===== src/rtl/array_frame_buffer_pkg.sv =====
// Shared types and constants for the array frame buffer.
package array_frame_buffer_types;

  localparam int FB_WIDTH_DEFAULT = 32;
  localparam int FB_DEPTH_DEFAULT = 5;

  // FILL collects a frame from the producer, DRAIN replays it to the consumer.
  typedef enum logic {
    FILL  = 1'b0,
    DRAIN = 1'b1
  } fb_state_t;

  typedef logic [FB_WIDTH_DEFAULT-1:0] word_t;
  typedef word_t word_array_t [FB_DEPTH_DEFAULT];

  // Index counter width; a single-entry frame still needs a 1-bit index.
  function automatic int fb_idx_width(input int depth);
    return (depth > 1) ? $clog2(depth) : 1;
  endfunction

endpackage


===== src/rtl/array_frame_buffer.sv =====
// Frame buffer: collects DEPTH words, then replays them forward or reversed.
// Also reports the modular sum of the frame and a drained-frame counter.
module array_frame_buffer
  import array_frame_buffer_types::*;
#(
  parameter int WIDTH = FB_WIDTH_DEFAULT,
  parameter int DEPTH = FB_DEPTH_DEFAULT,
  parameter int CNT_W = 16
) (
  input  logic             clk,
  input  logic             rst,
  input  logic [WIDTH-1:0] b_in,
  input  logic             b_in_sync,
  output logic             b_in_notify,
  input  logic             mode_rev,
  output logic [WIDTH-1:0] b_out,
  input  logic             b_out_sync,
  output logic             b_out_notify,
  output logic [WIDTH-1:0] frame_sum,
  output logic [CNT_W-1:0] frames_done,
  output fb_state_t        state_dbg
);

  localparam int IDX_W = fb_idx_width(DEPTH);
  localparam logic [IDX_W-1:0] LAST_IDX = IDX_W'(DEPTH - 1);

  logic [WIDTH-1:0] mem_q [DEPTH];
  fb_state_t        state_q;
  logic [IDX_W-1:0] wr_idx_q;
  logic [IDX_W-1:0] rd_cnt_q;
  logic [IDX_W-1:0] rd_idx;
  logic             rev_q;
  logic             in_notify_q;
  logic             out_notify_q;
  logic [WIDTH-1:0] sum_q;
  logic [WIDTH-1:0] sum_d;
  logic [CNT_W-1:0] done_q;
  logic             in_fire;
  logic             out_fire;

  assign in_fire  = in_notify_q & b_in_sync;
  assign out_fire = out_notify_q & b_out_sync;

  // First word of a frame restarts the sum; later words accumulate modulo 2^WIDTH.
  always_comb begin
    sum_d = (wr_idx_q == '0) ? b_in : (sum_q + b_in);
  end

  // Read address: rev is latched per frame, so the order cannot change mid-drain.
  always_comb begin
    rd_idx = rev_q ? (LAST_IDX - rd_cnt_q) : rd_cnt_q;
  end

  assign b_out        = mem_q[rd_idx];
  assign b_in_notify  = in_notify_q;
  assign b_out_notify = out_notify_q;
  assign frame_sum    = sum_q;
  assign frames_done  = done_q;
  assign state_dbg    = state_q;

  // FILL/DRAIN state machine with registered handshake outputs and counters.
  always_ff @(posedge clk or negedge rst) begin
    if (!rst) begin
      for (int i = 0; i < DEPTH; i++) begin
        mem_q[i] <= '0;
      end
      state_q      <= FILL;
      wr_idx_q     <= '0;
      rd_cnt_q     <= '0;
      rev_q        <= 1'b0;
      in_notify_q  <= 1'b1;
      out_notify_q <= 1'b0;
      sum_q        <= '0;
      done_q       <= '0;
    end else begin
      case (state_q)
        FILL: begin
          if (in_fire) begin
            mem_q[wr_idx_q] <= b_in;
            sum_q           <= sum_d;
            if (wr_idx_q == '0) begin
              rev_q <= mode_rev;
            end
            if (wr_idx_q == LAST_IDX) begin
              wr_idx_q     <= '0;
              state_q      <= DRAIN;
              in_notify_q  <= 1'b0;
              out_notify_q <= 1'b1;
            end else begin
              wr_idx_q <= wr_idx_q + IDX_W'(1);
            end
          end
        end
        DRAIN: begin
          if (out_fire) begin
            if (rd_cnt_q == LAST_IDX) begin
              rd_cnt_q     <= '0;
              done_q       <= done_q + CNT_W'(1);
              state_q      <= FILL;
              in_notify_q  <= 1'b1;
              out_notify_q <= 1'b0;
            end else begin
              rd_cnt_q <= rd_cnt_q + IDX_W'(1);
            end
          end
        end
        default: begin
          state_q      <= FILL;
          in_notify_q  <= 1'b1;
          out_notify_q <= 1'b0;
        end
      endcase
    end
  end

endmodule

===== config.mk =====
export PLATFORM = sky130hd
export DESIGN_NAME = array_frame_buffer
export DESIGN_NICKNAME = d
export VERILOG_FILES = /design/src/rtl/array_frame_buffer_pkg.sv /design/src/rtl/array_frame_buffer.sv
export SDC_FILE = /design/constraint.sdc
export NUM_CORES = 1
export LEC_CHECK = 0
export CAP_MARGIN = 0
export CORE_MARGIN = 4
export CORE_UTILIZATION = 35
export DETAILED_ROUTE_END_ITERATION = 6
export GPL_ROUTABILITY_DRIVEN = 1
export HOLD_SLACK_MARGIN = 0.08
export MAX_ROUTING_LAYER = met4
export PLACE_DENSITY_LB_ADDON = 0.12
export SYNTH_ARGS = -nofsm -noshare
export SYNTH_HDL_FRONTEND = slang
export SYNTH_SLANG_ARGS = --single-unit

===== constraint.sdc =====
create_clock -name clk -period 4.25 [get_ports clk]
set_clock_uncertainty 0.05 [all_clocks]
set_input_delay 1.0625 -clock clk [delete_from_list [all_inputs] [get_ports clk]]
set_output_delay 1.0625 -clock clk [all_outputs]
set_load 0.05 [all_outputs]

Word level (Yosys, flattened, before mapping)
Index checks and enable logic that the tools add are counted.
W data, S select, Z words.
{"block": "classes", "add_sub_neg": 5, "order_cmp": 3, "n_eq_ne": 6, "mux": 25, "bitwise": 5, "n_reduce_logical": 7}
{"operator": "$bwmux W160", "count": 1}
{"operator": "$mux W32", "count": 4}
{"operator": "$bmux W32 S3", "count": 1}
{"operator": "$demux W32 S3", "count": 1}
{"operator": "$add A32 B32 Y32", "count": 1}
{"operator": "$add A16 B1 Y16 const B", "count": 1}
{"operator": "$mux W1", "count": 12}
{"operator": "$mux W3", "count": 3}
{"operator": "$ge A4 B4 Y1 const B", "count": 2}
{"operator": "$not A3 Y4", "count": 2}
{"operator": "$add A3 B1 Y3 const B", "count": 2}
{"operator": "$eq A3 B3 Y1 const B", "count": 2}
{"operator": "$pmux W1 S2", "count": 3}
{"operator": "$reduce_and A3 Y1", "count": 2}
{"operator": "$lt A4 B1 Y1 const B", "count": 1}
{"operator": "$ne A2 B1 Y1 const B", "count": 2}
{"operator": "$ne A2 B2 Y1 const B", "count": 2}
{"operator": "$reduce_and A2 Y1", "count": 2}
{"operator": "$reduce_and A4 Y1", "count": 1}
{"operator": "$logic_not A3 Y1", "count": 1}
{"operator": "$sub A3 B3 Y3 const A", "count": 1}
{"operator": "$and A1 B1 Y1", "count": 2}
{"operator": "$logic_and A1 B1 Y1", "count": 1}
{"operator": "$not A1 Y1", "count": 1}
{"block": "totals", "regBits": 218, "input_bits": 37, "output_inout_bits": 83, "elab_cells": 64}

Longest topological paths before layout
{"block": "depth", "word_depth": 6, "ltp_mapped": 11, "ltp_nobuf": 11}

Worst setup path after synthesis
No wires, ideal clock.
{"block": "synth_path", "path_kind": "flip-flop to output port", "start": "register rd_cnt_q[0]", "end": "output b_out[10]", "t_arrival_ns": 2.888, "t_required_ns": 3.138, "slack_ns": 0.249, "stages_incl_launch_ff": 11, "n_path_buf": 3, "path_cell_list": "dfrtp_1 -> clkbuf_1 -> inv_1 -> ha_1 -> ha_1 -> mux2i_1 -> and2_0 -> clkbuf_1 -> clkbuf_1 -> a21oi_1 -> o22ai_1"}
{"block": "synth_between", "elab_chain_len": 6}
{"item": "start, declared", "line_no": "array_frame_buffer.sv:30", "rtl": "logic [IDX_W-1:0] rd_cnt_q;"}
{"item": "start signal, assigned", "line_no": "array_frame_buffer.sv:103", "rtl": "rd_cnt_q <= rd_cnt_q + IDX_W'(1);"}
{"item": "$sub A3 B3 Y3", "line_no": "array_frame_buffer.sv:51", "rtl": "rd_idx = rev_q ? (LAST_IDX - rd_cnt_q) : rd_cnt_q;"}
{"item": "$mux W3 *", "line_no": "array_frame_buffer.sv:51"}
{"item": "$not A3 Y4 (not written as such) *", "line_no": "array_frame_buffer.sv:54", "rtl": "assign b_out = mem_q[rd_idx];"}
{"item": "$bmux W32 S3 *", "line_no": "array_frame_buffer.sv:54"}
{"item": "$mux W32 (not written as such) * (2 in a row)", "line_no": "array_frame_buffer.sv:54"}
{"item": "end, declared", "line_no": "array_frame_buffer.sv:16", "rtl": "output logic [WIDTH-1:0] b_out,"}
Every way passes the cells marked *; elsewhere a longest branch is shown, timed or not. The select of a mux whose other input is x is not followed.

Worst setup path in the final report
{"block": "layout_path", "start": "register rd_cnt_q[1]", "end": "output b_out[8]"}
Same word-level chain as after synthesis.

==> flow_metrics.env <==
export IMPL_power_density_nw_per_um2=317
export IMPL_peakVddDrop_mv=0.246
export IMPL_grt_ovfl_total=0
export IMPL_post_cts_setup_buffer_count=0
export IMPL_cts_htree_levels=1
export IMPL_most_common_layout_cells="dfrtp_1 (217), mux2_2 (158), nand2_1 (132)"
export IMPL_wl_per_cell_microns=19.2
export IMPL_drc_errors=0
export IMPL_area_growth_pct=28.3
export IMPL_tns_ns=0
export IMPL_min_period_ns=3.98
export IMPL_synthArstFlopShare=1.00
export IMPL_die_y_microns=188
export IMPL_grt_pass1_vias=8680
export IMPL_drtPass1Iterations=5
export IMPL_drv_slew=0
export IMPL_clkPwrFrac=0.504
export IMPL_synth_distinct_cells=57
export IMPL_seq_area_frac_synth=0.484
export IMPL_maxCapViolCount=0
export IMPL_arrival_ns=2.87
export IMPL_synth_edf_count=0
export IMPL_num_antenna_cells=0
export IMPL_fillerInstances=2994
export IMPL_core_area_sq_um=31700
export IMPL_syn_cell_area_sq_um=11300
export IMPL_start_util=0.356
export IMPL_synthCells=1050
export IMPL_antenna_found_initial=0
export IMPL_vias=8494
export IMPL_grt_max_degree=89
export IMPL_seqPwrFrac=0.453
export IMPL_multi_input_area_sq_um=5630
export IMPL_layout_commonest_cell="dfrtp_1"
export IMPL_cts_tree="yes"
export IMPL_max_clock_freq_ghz=0.251
export IMPL_pin_count=120
export IMPL_finalHoldViolations=0
export IMPL_clkLatencyLatePin_ns=0.53
export IMPL_cts_sinks=218
export IMPL_dominantRegCellSynth="dfrtp_1"
export IMPL_p_int_mw=3.59
export IMPL_ctsResizeCount=0
export IMPL_drive_gt1_frac=0.253
export IMPL_cts_root_buffer="clkbuf_16"
export IMPL_pwr_share_comb=0.043
export IMPL_yosys_warnings=0
export IMPL_switching_share=0.216
export IMPL_relSlewSlack=0.353
export IMPL_fin_nets=1266
export IMPL_setup_violations=0
export IMPL_p_switching_mw=0.991
export IMPL_fp_dieW_microns=188
export IMPL_timing_hold_ws_ns=0.417
export IMPL_cts_max_path_buffers=3
export IMPL_clk_pin_slew_ns=0.06
export IMPL_finalCritPeriodShare=0.937
export IMPL_drtAntennaViolNets=0
export IMPL_dp_hpwl_microns=20900
export IMPL_path_max_fanout=22
export IMPL_ys_ff_latch=218
export IMPL_hp_class="reg2reg"
export IMPL_wl_microns=30900
export IMPL_viasPerCell=5.27
export IMPL_seqCellArea_sq_um=5460
export IMPL_start_kind="flop"
export IMPL_crit_path_end_kind="output port"
export IMPL_syn_nets=1125
export IMPL_die_area_sq_um=35200
export IMPL_rsz0062_at_grt="no"
export IMPL_cts_buffers=26
export IMPL_cts_hold_buf=0
export IMPL_status="completed"
export IMPL_rows=65
export IMPL_syn_area_per_cell_sq_um=10.7
export IMPL_p_leak_nw=7.04
export IMPL_finalPower_mw=4.58
export IMPL_required_ns=3.14
export IMPL_grt_pass1_wl_microns=50300
export IMPL_worst_pin_slew_ns=0.971
export IMPL_track_usage=0.180
export IMPL_io_buffers=119
export IMPL_worst_setup_path_type="reg2out"
export IMPL_gp_congestion=0.842
export IMPL_drt_initial_drc_count=445
## layout make-up
type                    count  share of cell area
multi-input cells         766               0.389
flip-flops and latches    218               0.377
repair buffers            174               0.136
clock buffers              38              0.0537
well taps                 402              0.0348
clock inverters             8             0.00813
inverters                   5             0.00130
## cells by family after synthesis
logic type	share of synthesized area
flip-flops	0.484
AO/OA/AOI/OAI	0.130
adder cells (fa/ha/maj)	0.0428
multiplexers	0.194
buffers and inverters	0.0220
XOR/XNOR	0.0318
AND/OR/NAND/NOR	0.0962
## state kept, by name, indices dropped and copies added (netlist names)
| signal | cells |
|---|---|
| mem_q | 160 |
| rd_cnt_q | 3 |
| b_in_notify | 1 |
| wr_idx_q | 3 |
| rev_q | 1 |
| frame_sum | 32 |
| state_dbg | 1 |
| b_out_notify | 1 |
| frames_done | 16 |
## path summary, 6_finish.rpt
kind / start / to / slack (ns) / depth (start not counted)
setup / recovery: rd_cnt_q[1] / b_out[8] / 0.27 / 9
hold / removal: frames_done[15] / frames_done[15] / 0.42 / 1
setup reg to reg: frame_sum[6] / frame_sum[25] / 1.23 / 10
hold reg to reg: frames_done[15] / frames_done[15] / 0.42 / 1
max in group asynchronous: rst / frame_sum[16] / 2.71 / 2
min in group asynchronous: rst / frames_done[13] / 0.48 / 1
## layer usage
layer | track usage | vias up | share of wire
li1 | - | 4072 | -
met3 | 0.0227 | 28 | 0.034
met5 | - | - | 0
met4 | 0.0327 | 0 | 0.011
met2 | 0.283 | 152 | 0.46
met1 | 0.256 | 4242 | 0.50
## stage by stage
stage | instance area (sq um) | cells | utilization | setup WS (ns)
floorplan | 11300 | 1050 | - | 0.249
global placement | 13600 | 1565 | 0.428 | 0.0761
detailed placement | 13600 | 1565 | 0.428 | 0.0340
CTS | 14500 | 1611 | 0.456 | 0.0602
global route | 14500 | 1611 | 0.456 | 0.0760
finish | 14500 | 1611 | 0.456 | 0.266
## worst max-delay path: stages, from the launching register on
cell and delay (ns):
dfrtp_1 0.38, inv_1 0.14, ha_1 0.19, ha_1 0.26
mux2i_4 0.17, buf_4 0.29, nand2_1 0.11, buf_4 0.28
o22ai_1 0.33, buf_12 0.19
## cells in the mapped netlist (9+ instances only)
master      n  share of area
a21o_1     17          0.011
clkbuf_1   52          0.017
nand3_1    17         0.0075
a21oi_1   117          0.052
o22ai_1    32          0.018
and3_1     17         0.0094
mux2i_1    35          0.031
xor2_1     12         0.0093
nand2_1   132          0.044
mux2_2    158           0.16
xnor2_1    29          0.023
o21ai_0    32          0.014
a31oi_1    14         0.0078
nor2_1     43          0.014
buf_1       9         0.0030
dfrtp_1   217           0.48
ha_1       37          0.041
## power by group through the flow
stage	logic [mW]	clock network [mW]	registers, mW
floorplan	0.0556	0	2.11
global placement	0.200	0	2.11
detailed placement	0.200	0	2.11
CTS	0.201	2.38	2.08
global route	0.222	2.46	2.07
finish	0.196	2.31	2.08
Power figures use the tool's default switching activity.
